`config.mk`:
```
export PLATFORM = sky130hd
export DESIGN_NAME = fft_frame_collector
export DESIGN_NICKNAME = d
export VERILOG_FILES = /design/src/rtl/fft_frame_collector.sv
export SDC_FILE = /design/constraint.sdc
export NUM_CORES = 2
export LEC_CHECK = 0
export CAP_MARGIN = 0
export CORE_MARGIN = 1.5
export CORE_UTILIZATION = 35
export CTS_CLUSTER_DIAMETER = 60
export DETAILED_ROUTE_END_ITERATION = 8
export PLACE_DENSITY_LB_ADDON = 0.1
export SYNTH_ARGS = -nofsm -noshare
export SYNTH_HDL_FRONTEND = slang
export SYNTH_SLANG_ARGS = --single-unit
```
`constraint.sdc`:
```
create_clock -name clk -period 2.75 [get_ports clk]
set_input_delay 0.55 -clock clk [delete_from_list [all_inputs] [get_ports clk]]
set_output_delay 0.55 -clock clk [all_outputs]
set_load 0.02 [all_outputs]
```
`src/rtl/fft_frame_collector.sv`:
```
// Ping-pong frame collector in front of the sequential FFT.
// One bank fills from the sample stream while the other is held on frame_out until the FFT releases it.
module fft_frame_collector #(
    parameter int WIDTH   = 32,
    parameter int SAMPLES = 16
) (
    input  logic             clk,
    input  logic             rst,
    input  logic             in_valid,
    output logic             in_ready,
    input  logic [WIDTH-1:0] in_data,
    input  logic             in_last,
    output logic [WIDTH-1:0] frame_out [SAMPLES],
    output logic             frame_valid,
    output logic             frame_short,
    input  logic             frame_ready
);

    localparam int IDX_W = $clog2(SAMPLES);
    localparam logic [IDX_W-1:0] LAST_IDX = IDX_W'(SAMPLES - 1);

    typedef enum logic [1:0] {
        EMPTY,
        FILLING,
        FULL
    } bank_state_t;

    bank_state_t      bank_state [2];
    logic             bank_short [2];
    logic [WIDTH-1:0] bank_mem   [2][SAMPLES];
    logic             fill_sel;
    logic             pres_sel;
    logic [IDX_W-1:0] wr_idx;

    logic accept;
    logic rel_frame;
    logic close_frame;

    // Banks strictly alternate, so the fill bank is FULL only when both banks hold frames.
    assign in_ready    = !rst && (bank_state[fill_sel] != FULL);
    assign frame_valid = !rst && (bank_state[pres_sel] == FULL);
    assign frame_short = frame_valid && bank_short[pres_sel];

    assign accept      = in_valid && in_ready;
    assign rel_frame   = frame_valid && frame_ready;
    assign close_frame = accept && ((wr_idx == LAST_IDX) || in_last);

    always_comb begin
        for (int i = 0; i < SAMPLES; i++) begin
            frame_out[i] = bank_mem[pres_sel][i];
        end
    end

    always_ff @(posedge clk) begin
        if (rst) begin
            // NOTE: the sample storage is reset (and re-zeroed on release) on purpose: unwritten slots of a short frame must read 0.
            for (int b = 0; b < 2; b++) begin
                bank_state[b] <= EMPTY;
                bank_short[b] <= 1'b0;
                for (int i = 0; i < SAMPLES; i++) begin
                    bank_mem[b][i] <= '0;
                end
            end
            fill_sel <= 1'b0;
            pres_sel <= 1'b0;
            wr_idx   <= '0;
        end else begin
            if (accept) begin
                bank_mem[fill_sel][wr_idx] <= in_data;
                if (close_frame) begin
                    bank_state[fill_sel] <= FULL;
                    bank_short[fill_sel] <= (wr_idx != LAST_IDX);
                    wr_idx               <= '0;
                    fill_sel             <= !fill_sel;
                end else begin
                    bank_state[fill_sel] <= FILLING;
                    wr_idx               <= wr_idx + 1'b1;
                end
            end
            // A released bank is FULL, hence never the bank being written this cycle.
            if (rel_frame) begin
                for (int i = 0; i < SAMPLES; i++) begin
                    bank_mem[pres_sel][i] <= '0;
                end
                bank_state[pres_sel] <= EMPTY;
                bank_short[pres_sel] <= 1'b0;
                pres_sel             <= !pres_sel;
            end
        end
    end

endmodule

```
# --- After elaboration in Yosys (flattened, before gate mapping) ---
# Memories as Yosys holds them, arrays and structs flattened. A register that Yosys moved wholly into a read port is not among the register bits.
# Cells that the tools add are included.
classes:
  n_addsub: 1
  mux: 46
  bitwise_logic: 2
  n_eq_ne: 4
  n_reduce_logical: 18
  magnitude_cmp: 2
op_table:
  columns: ["op", "n"]
  rows:
  - ["two-way mux 512 bit", 4]
  - ["OR reduction 512 bit", 2]
  - ["demux 32 bit (select 4 bit)", 1]
  - ["two-way mux 1 bit", 36]
  - ["two-way mux 32 bit", 1]
  - ["logical AND 1 bit", 7]
  - ["two-way mux 2 bit", 3]
  - [">= comparator 5 bit (second input constant)", 1]
  - ["less-than comparator 5 x 1 -> 1 bit (second input constant)", 1]
  - ["NOT 4 -> 5 bit", 1]
  - ["adder 4 x 1 -> 4 bit (second input constant)", 1]
  - ["equality test 4 bit (second input constant)", 1]
  - ["two-way mux 4 bit", 1]
  - ["inequality test 4 bit (second input constant)", 1]
  - ["OR reduction 2 bit", 2]
  - ["zero test 1 bit", 3]
  - ["equality test 2 bit (second input constant)", 1]
  - ["inequality test 2 bit (second input constant)", 1]
  - ["AND reduction 2 bit", 1]
  - ["OR reduction 1 bit", 2]
  - ["logical OR 1 bit", 1]
  - ["bitwise OR 1 bit", 1]
totals:
  word_cells: 79
  ramBits: 1030
  output_inout_bits: 515
  n_memories: 3
  input_bits: 37
  ff_bits: 6
memory_table:
  columns: ["memory", "depth", "width", "rd", "rd_ports_with_merged_regs", "write_ports", "line", "source"]
  rows:
  - ["bank_mem", 2, 512, 1, 1, 2, "30", "logic [WIDTH-1:0] bank_mem [2][SAMPLES];"]
  - ["bank_state", 2, 2, 2, 2, 2, "28", "bank_state_t bank_state [2];"]
  - ["bank_short", 2, 1, 1, 1, 2, "29", "logic bank_short [2];"]

# --- Logic depth before layout (Yosys ltp) ---
depth:
  word_depth: 11
  ltp_mapped: 9

# --- Worst setup path after synthesis ---
# OpenSTA, ideal clock, no wires.
synth_path:
  kind: "input-to-output"
  start: "in rst"
  end: "out frame_short"
  n_path_buf: 0
  required_ps: 2200
  path_stages: 3
  arrival_ps: 1575
  slack_ps: 625
  cell_sequence: "nor4b_2 > or2_1 > nor2b_1"
synth_via:
  elab_chain_cells: 3
synth_rtl:
  columns: ["element", "line", "source"]
  rows:
  - ["start, declared", "8", "input logic rst,"]
  - ["zero test 1 bit", "41", "assign frame_valid = !rst && (bank_state[pres_sel] == FULL);"]
  - ["logical AND 1 bit", "41", null]
  - ["net frame_valid", "14", "output logic frame_valid,"]
  - ["logical AND 1 bit", "42", "assign frame_short = frame_valid && bank_short[pres_sel];"]
  - ["end, declared", "15", "output logic frame_short,"]
# The timed path passes the listed nets, and every way through them passes these cells.

==> summary.md <==
| Metric | Value |
|---|---|
| Critical Path Start Type | flop |
| Pin count of the biggest net entering global routing | 130 |
| Total Routing Usage GR | 0.332 |
| Vias per inst | 6.36 |
| Drt wl/cell | 33.2 microns |
| First-pass GRT wire length | 331 mm |
| CORE AREA | 134000 sq um |
| Area delta synth->final | 31.4% |
| Worst Path Buf+Inv | 4 |
| Finished Cell Area | 62000 sq um |
| Vias in the first global route | around 43000 |
| Post-Route WL | 239 mm |
| Synth cell count leaders | dfxtp_1, o21ai_0, o22ai_1 |
| Dpl hpwl | 150 mm |
| Failing checks | design-rule violations, negative setup slack |
| DR pass1 iterations | 7 |
| Post-synth net total | between 4000 and 5000 |
| Layout Skew | between 30 and 40 ps |
| Critical path type | reg2out |
| Initial antenna violation count | 18 |
| FF-to-FF setup slack | 320 ps |
| Placer congestion estimate | 0.858 |
| Setup TNS Final | -45490 ps |
| Fmax | 333 MHz |
| DP Area | 57100 sq um |
| Top-area cell type share of the netlist area | 0.440 |
| Final Hold Viols | 0 |
| Grt ovf | 0 |
| I/O Pins | about 550 |
| Hold WC Path Type | in2reg |
| Register bit total from synthesis | 1038 |
| Post-CTS Hold Fix Bufs | 0 |
| Final setup viols | 355 |
| Total CTS buffers | 130 |
| Vias | 45700 |
| Pwr Density | 573 nW/um^2 |
| Yosys warnings | 0 |
| CTS tree | built |
| Slowest CP cell | clkdlybuf4s50_1 |
| Ys async rst share | 0 |
| Nets | roughly 5400 |
| Clock Sinks | 1038 |
| Fin crit share | 1.09 |
| Clk_lat worst skew | 750 ps |
| Status | finished, violations left |
| Max Cap Viol | 0 |
| Layout cell share with drive strength beyond 1 | 0.338 |
| Final worst setup slack | -253 ps |
| H-tree Lvls | 4 |
| Residual DRC count | 76 |
| Layout Utilization | 0.464 |
| Sequential fraction of the synthesis area | 0.440 |
| Static Leak | 0.0255 uW |
| CP arrival | 2450 ps |
| Cell taking the most area after synthesis | dfxtp_1 |
| DIE AREA | 137000 sq um |
| Synth area leaders | dfxtp_1, mux2_2, o22ai_1 |
| Req. time, crit path | approximately 2200 ps |
| Slew HR | 0.481 |
| DRT antenna net count | 0 |
| Max VDD drop | slightly above 0.5 mV |
| Post-Synthesis Cells | roughly 4900 |
| Top-count cell post-synth | dfxtp_1 |
| Slowest Stage Delay on Critical Path | 560 ps |
| Die width | between 300 and 400 microns |
| Worst Path Max Fanout | 6 |
| R2r endpoint | bank_mem[0][469]$_SDFFE_PP0P_ |
| Die Ht | between 300 and 400 microns |
| Num rows | 134 |
| Post-Syn Area | about 47000 sq um |
| Average size of a mapped cell | 9.60 sq um |
| Minimum clock period | between 3000 and 4000 ps |
| Hold Path End | bank_mem[1][10]$_SDFFE_PP0P_ |
| RSZ-0062 raised after global routing | yes |
| Worst Tran Pin Value | ~780 ps |
| Post-synth EDFFs | 0 |
| Starting density of the core | 0.353 |
| Number of buffers added on ports | between 500 and 600 |
| Synth cell types | 48 |
| Worst-case clock buffer depth | 3 |
| Clock transition at path regs | 60 ps |
| Worst setup EP type | primary output |
| Fillcell total | roughly 13000 |
| CTS Root Cell | clkbuf_16 |
| R2r worst-path depth | 10 |
| Synth Flop Type | dfxtp_1 |
| Max-slew violations | 0 |
| Worst-path cell chain | buf_12 -> buf_4 -> buf_6 -> mux2_2 -> clkdlybuf4s50_1 |
| Worst hold stages | 3 |
| Worst path top cell family by delay | buffers and inverters |
| Hold_sp | in_data[10] |
| DR iter-0 viols | 5425 |
[per-layer routing]
layer | global-route usage | vias up | part of all wire
li1 | - | 19800 | -
met1 | 0.468 | 23300 | 0.44
met2 | 0.492 | 2307 | 0.43
met3 | 0.0607 | 401 | 0.084
met4 | 0.141 | 6 | 0.045
met5 | 0 | - | 0.00016
[power by group]
group          total (uW)  switching (uW)  leakage, uW  internal, uW
sequential          15200            40.3      0.00836         15100
clock               17000            6960      0.00204         10000
combinational        3390            2370       0.0151          1010
[area by class of cell]
type	instances	area, sq um	area share
clock inverter	37	335	0.00541
timing repair buffer	1003	11400	0.184
antenna	4	10.0	0.000161
clock buffer	189	3820	0.0616
multi-input combinational	3153	23400	0.378
inverter	4	22.5	0.000363
sequential	1038	20800	0.335
tap	1768	2210	0.0357
[state kept, by name (all words and copies together), names as in the netlist, named ones only]
name / cells
fill_sel: 1
bank_mem: 1024
bank_short: 2
pres_sel: 1
bank_state: 4
wr_idx: 4
[layout by cell type, fill, tap and decap left out, types with 15 or more instances in the layout]
cell type / netlist / layout
o21ai_0: 580 / 580
clkbuf_1: 345 / 30
o22ai_1: 544 / 544
buf_6: 47 / 21
nand3_1: 117 / 112
clkinv_2: 0 / 18
mux2_4: 0 / 55
o2111ai_1: 32 / 32
dlymetal6s2s_1: 0 / 170
clkbuf_16: 0 / 141
mux2i_1: 35 / 34
mux2_2: 513 / 458
dlygate4sd2_1: 0 / 125
clkdlybuf4s15_2: 0 / 15
buf_2: 259 / 93
a21oi_1: 64 / 64
nand2_2: 0 / 33
buf_16: 0 / 19
buf_4: 8 / 218
dfxtp_1: 1038 / 1037
clkbuf_2: 10 / 108
o211ai_1: 417 / 417
a21oi_2: 361 / 361
clkbuf_8: 0 / 24
buf_12: 0 / 209
nand4_1: 388 / 388
[timing repair]
item	in CTS	in global routing
gates cloned	10	7
gates resized for setup	519	593
setup buffers	16	36
pin swaps	0	1
endpoints found under the setup margin	515	506
[cells by family (layout without fill, tap and decap cells)]
logic type / count (synthesis) / in the layout / synth area share
multiplexers: 548 / 548 / 0.130
other: 0 / 4 / 0
AO/OA/AOI/OAI: 2004 / 2004 / 0.281
flip-flops: 1038 / 1038 / 0.440
adder cells (fa/ha/maj): 4 / 4 / 0.00106
AND/OR/NAND/NOR: 597 / 597 / 0.0752
buffers and inverters: 721 / 1233 / 0.0726
[metrics by stage]
stage / power, uW / setup WS [ps] / hold WS (ps) / instances
finish: 35500 / -253 / 222 / 7196
global route: 36300 / -297 / 203 / 7193
CTS: 35500 / -413 / 182 / 7153
detailed placement: 18700 / -118 / 462 / 6901
global placement: 18700 / -142 / 454 / 6901
floorplan: 16700 / 625 / 448 / 4912
[how the worst max path moves through the flow]
stage                     startpoint        endpoint  slack [ps]  cells after the start
after global placement           rst     frame_valid        -140                      4
after floorplan                  rst     frame_short         620                      3
after global routing            flop  frame_out[273]        -300                      4
after CTS                       flop  frame_out[317]        -410                      5
after detailed placement         rst     frame_valid        -120                      4
final                           flop   frame_out[95]        -250                      5
[worst register-to-register path, cell delays in order (launching register included)]
cell      delay [ps]
dfxtp_4          360
buf_12           150
buf_4            140
buf_6            130
and4bb_1         200
buf_4            150
o21ai_4          380
buf_12           240
nand2_2          150
buf_4            290
o22ai_1          180
Note: power is estimated with default switching activity, not from simulation.
